[src/rtl/response_analyzer.sv]
// Response analyzer for fault simulation campaigns.
// Compares the faulty-circuit response against the fault-free response for
// up to PAT_COUNT patterns per injected fault, drops a fault on the first
// mismatch, and keeps saturating fault/detection tallies across the list.
module response_analyzer #(
  parameter int OUT_BITS  = 1,
  parameter int PAT_COUNT = 16,
  parameter int PAT_BITS  = 8,
  parameter int CNT_BITS  = 16
) (
  input  logic                clk,
  input  logic                rst,
  input  logic                start,
  input  logic [OUT_BITS-1:0] CUT_OP,
  input  logic [OUT_BITS-1:0] FF_OP,
  input  logic                FIL_END,
  output logic                FIL_INC,
  output logic                TPG_EN,
  output logic                busy,
  output logic                done,
  output logic [CNT_BITS-1:0] fault_cnt,
  output logic [CNT_BITS-1:0] det_cnt,
  output logic                last_det
);

  typedef enum logic [1:0] {
    IDLE = 2'd0,
    RUN  = 2'd1,
    INC  = 2'd2,
    DONE = 2'd3
  } state_t;

  localparam logic [PAT_BITS-1:0] PAT_LAST = PAT_BITS'(PAT_COUNT - 1);

  state_t              state;
  state_t              state_nxt;
  logic [PAT_BITS-1:0] pat_cnt;
  logic                mis_flag;
  logic                mismatch;
  logic                last_pat;

  // Increment that sticks at all-ones instead of wrapping.
  function automatic logic [CNT_BITS-1:0] sat_inc(input logic [CNT_BITS-1:0] val,
                                                  input logic                en);
    if (en && (val != {CNT_BITS{1'b1}}))
      return val + CNT_BITS'(1);
    return val;
  endfunction

  assign mismatch = |(CUT_OP ^ FF_OP);
  assign last_pat = (pat_cnt == PAT_LAST);

  // Outputs decode directly from state so reset forces them low at once.
  assign TPG_EN  = (state == RUN);
  assign busy    = (state == RUN) || (state == INC);
  assign done    = (state == DONE);
  assign FIL_INC = (state == INC) && !FIL_END;

  // State register.
  always_ff @(posedge clk or posedge rst) begin
    if (rst)
      state <= IDLE;
    else
      state <= state_nxt;
  end

  // Next-state logic; mismatch and last pattern share the same edge.
  always_comb begin
    state_nxt = state;
    case (state)
      IDLE: if (start) state_nxt = RUN;
      RUN:  if (mismatch || last_pat) state_nxt = INC;
      INC:  state_nxt = FIL_END ? DONE : RUN;
      DONE: if (!start) state_nxt = IDLE;
      default: state_nxt = IDLE;
    endcase
  end

  // Pattern counter, sticky mismatch and campaign tallies.
  always_ff @(posedge clk or posedge rst) begin
    if (rst) begin
      pat_cnt   <= '0;
      mis_flag  <= 1'b0;
      fault_cnt <= '0;
      det_cnt   <= '0;
      last_det  <= 1'b0;
    end else begin
      case (state)
        IDLE: begin
          if (start) begin
            pat_cnt   <= '0;
            mis_flag  <= 1'b0;
            fault_cnt <= '0;
            det_cnt   <= '0;
            last_det  <= 1'b0;
          end
        end
        RUN: begin
          pat_cnt  <= pat_cnt + PAT_BITS'(1);
          mis_flag <= mis_flag | mismatch;
        end
        INC: begin
          // Both tallies saturate at the same ceiling, so det_cnt never passes fault_cnt.
          fault_cnt <= sat_inc(fault_cnt, 1'b1);
          det_cnt   <= sat_inc(det_cnt, mis_flag);
          last_det  <= mis_flag;
          pat_cnt   <= '0;
          mis_flag  <= 1'b0;
        end
        default: ;
      endcase
    end
  end

endmodule

[config.mk]
export PLATFORM = sky130hd
export DESIGN_NAME = response_analyzer
export DESIGN_NICKNAME = d
export VERILOG_FILES = /design/src/rtl/response_analyzer.sv
export SDC_FILE = /design/constraint.sdc
export NUM_CORES = 1
export LEC_CHECK = 0
export CORE_MARGIN = 5
export CORE_UTILIZATION = 58
export DETAILED_ROUTE_END_ITERATION = 16
export GPL_TIMING_DRIVEN = 1
export PLACE_DENSITY = 0.85
export SYNTH_ARGS = -nofsm -noshare
export SYNTH_HDL_FRONTEND = slang
export SYNTH_SLANG_ARGS = --single-unit
export TNS_END_PERCENT = 30
[constraint.sdc]
create_clock -name clk -period 5.93 [get_ports clk]
set_input_delay 1.186 -clock clk [delete_from_list [all_inputs] [get_ports clk]]
set_output_delay 1.186 -clock clk [all_outputs]
set_load 0.01 [all_outputs]
==> impl_results.md <==
* Die area at between 6000 and 7000 um^2
* H-tree depth at 2
* Detail Placement HPWL at ~4400 um
* Final count of hold timing violations at 0
* Worst skew pair latency at 300 ps
* Max incr delay on CP at 540 ps
* 1st-iter DRT viols at 243
* Crit path max-delay cell type: clkdlybuf4s50_1
* Worst-path cell chain: clkdlybuf4s50_1 > nor2_1 > clkdlybuf4s50_1
* Critical Path End Type: output pin
* Cell mode on critical path: clkdlybuf4s50_1
* PwrDens at 399 nW/um^2
* Die Ht at 78.2 um
* Antenna violations before repair at 0
* Syn nets at just over 300
* CP startpoint kind: input port
* Leakage at ~1.3 nW
* DRT antenna net count at 0
* CTS Buffer Depth at 2
* Final period util at 0.578
* Total CTS buffers at 5
* Worst Path Arrival at between 2000 and 2500 ps
* Routability cong. at a little over 0.8
* WL per Instance at 17.2 um
* Met1 Use GR at 0.308
* Most frequent cells in the layout: dfrtp_1 (44), clkdlybuf4s50_1 (42), nand2_1 (28), nor2_1 (19)
* Root buffer cell: clkbuf_8
* Post-synthesis cell area at 2700 um^2
* Max_cap viols at 0
* Post-synth top area cell: dfrtp_1
* Layout Nets at 345
* Final TNS setup at 0 ps
* Slew @ Worst Pin at slightly below 900 ps
* First-pass GRT wire length at about 11000 um
* Max Freq at between 0.2 and 0.3 GHz
* Slew HR at 0.404
* Area growth syn-to-layout at 19.9%
* Core Region at 4440 um^2
* Post-synth top area share at 0.408
* Skew final at roughly 5.6 ps
* Setup Buffers After CTS at 0
* # diodes at 0
* Worst min path class: reg -> reg
* Initial Util at 0.607
* Yosys reg bits at 44
* Maximum VDD drop at roughly 0.34 mV
* DR vias/cell at 6.76
* Vias at ~2600
* Fillers at approximately 350
* Status: complete, no violations
* Pins Over Slew Limit at 0
* Power Total at 1.29 mW
* RSZ-0062 raised after global routing: false
* Sequential area share after synthesis at 0.408
* Worst Path Buf+Inv at 2
* Crit Path Category: in -> out
* Number of port buffers at 42
* CP required at roughly 4700 ps
* Min Tclk post-route at roughly 3400 ps
* GRT Overall Usage at 0.229
* Synth cell types at 57
* Rows at 24
* Post-CTS sizing at 0
* Vias in the first global route at roughly 2500
* M2 GR Usage at 0.379
* DRC viols at 0
* Area contributors post-synth: dfrtp_1 (41%), nand2_1 (3.9%), ha_1 (3.7%)
* GR Layer Usage met3 at 0.0400
* Clock slew at reported path FFs at 70 ps
* Die X-Extent at ~78 um
* Sink Count at 44
* Top Family by Delay on Critical Path: buffers and inverters
* Total gr overflow at 0
* Synthesized area per cell at a little over 9 um^2
* Hold_buf cts at 0
* Leading register cell type out of synthesis: dfrtp_1
* Ratio of cells with drive above 1 in the final layout at 0.0574
* Commonest non-fill, non-tap cell in the layout: dfrtp_1
* Cells after synthesis at around 290
* Largest net degree at the start of global routing at between 40 and 50
* Top Usage Layer GRT: met2
* Tightest hold margin at approximately 490 ps
* Endpoints failing setup at 0
* Worst-path fanout max at 2
* YS warnings at 0
* Ports at 43
* EDFF count, synth at 0
* CTS tree: done
* Number of iterations in the first detailed-routing pass at 5
* Final WL at ~6600 um
* Post-synthesis async set-or-reset flop share at 1.00
[through the flow]
stage	setup WS, ps	std cells	cell area (um^2)	util
5_1_grt	2450	383	3230	0.727
3_5_place_dp	2500	376	3140	0.706
2_1_floorplan	3310	294	2700	-
3_3_place_gp	2510	376	3140	0.706
6_report	2510	383	3230	0.727
4_1_cts	2490	383	3230	0.727
[registers in the layout, indices dropped and copies added, names as in the netlist]
register   flops
state          2
pat_cnt        8
mis_flag       1
last_det       1
det_cnt       16
fault_cnt     16
[layout make-up]
cell class,count,area (um^2),area share
sequential,44,1100,0.341
inverter,10,37.5,0.0116
tap,52,65.1,0.0201
clock buffer,7,96.3,0.0298
timing repair buffer,46,450,0.139
multi-input combinational,224,1480,0.459
[layer usage]
metal / part of all wire / routed length (um) / up-vias
met1: 0.46 / 3030 / 1273
met5: 0 / 0 / -
li1: - / - / 1223
met4: 0.0091 / 60 / 0
met3: 0.049 / 326 / 6
met2: 0.48 / 3170 / 88
[logic make-up (layout without fill, tap and decap cells)]
family | Yosys count | after routing | synth area share
AO/OA/AOI/OAI | 91 | 91 | 0.255
XOR/XNOR | 1 | 1 | 0.00325
adder cells (fa/ha/maj) | 8 | 8 | 0.0371
buffers and inverters | 26 | 63 | 0.0422
flip-flops | 44 | 44 | 0.408
multiplexers | 6 | 6 | 0.0227
AND/OR/NAND/NOR | 118 | 118 | 0.232
[worst register-to-register path: cells and delay by family, from the launching register on]
family,cells,cell delay [ps]
flip-flops,1,440
AND/OR/NAND/NOR,2,900
AO/OA/AOI/OAI,2,600
buffers and inverters,2,470
adder cells (fa/ha/maj),1,180
[path summary, 6_finish.rpt]
| check | from | cells past startpoint | endpoint | slack [ps] |
|---|---|---|---|---|
| min | pat_cnt[6] | 1 | pat_cnt[6] | 490 |
| min reg2reg | pat_cnt[6] | 1 | pat_cnt[6] | 490 |
| max in group asynchronous | rst | 3 | pat_cnt[7] | 4210 |
| min in group asynchronous | rst | 3 | pat_cnt[2] | 1330 |
| max reg2reg | state[0] | 7 | det_cnt[10] | 3230 |
| max | FIL_END | 3 | FIL_INC | 2510 |
[report_power, final]
group          switching, mW  total [mW]  internal (mW)
Sequential             0.102       0.469          0.367
Combinational          0.336       0.620          0.284
Clock                 0.0990       0.203          0.104
Total                  0.537        1.29          0.755
[Yosys cell counts, drive strengths merged (2+ instances only)]
| cell type | number |
|---|---|
| nand2 | 28 |
| and4 | 4 |
| ha | 8 |
| a31o | 2 |
| o2bb2ai | 3 |
| nor4 | 9 |
| or3 | 6 |
| and4b | 2 |
| dfrtp | 44 |
| inv | 9 |
| buf | 8 |
| a21o | 4 |
| clkbuf | 8 |
| nand4 | 9 |
| and3 | 5 |
| a221oi | 3 |
| o41ai | 2 |
| or4 | 3 |
| a211o | 10 |
| o21ai | 15 |
| o41a | 2 |
| o211ai | 2 |
| o311a | 7 |
| nand3 | 14 |
| a31oi | 12 |
| o31ai | 4 |
| or2 | 2 |
| mux2i | 5 |
| nor3 | 11 |
| a21oi | 9 |
| a41oi | 4 |
| a32o | 2 |
| nor2 | 19 |
Power figures use the tool's default switching activity.
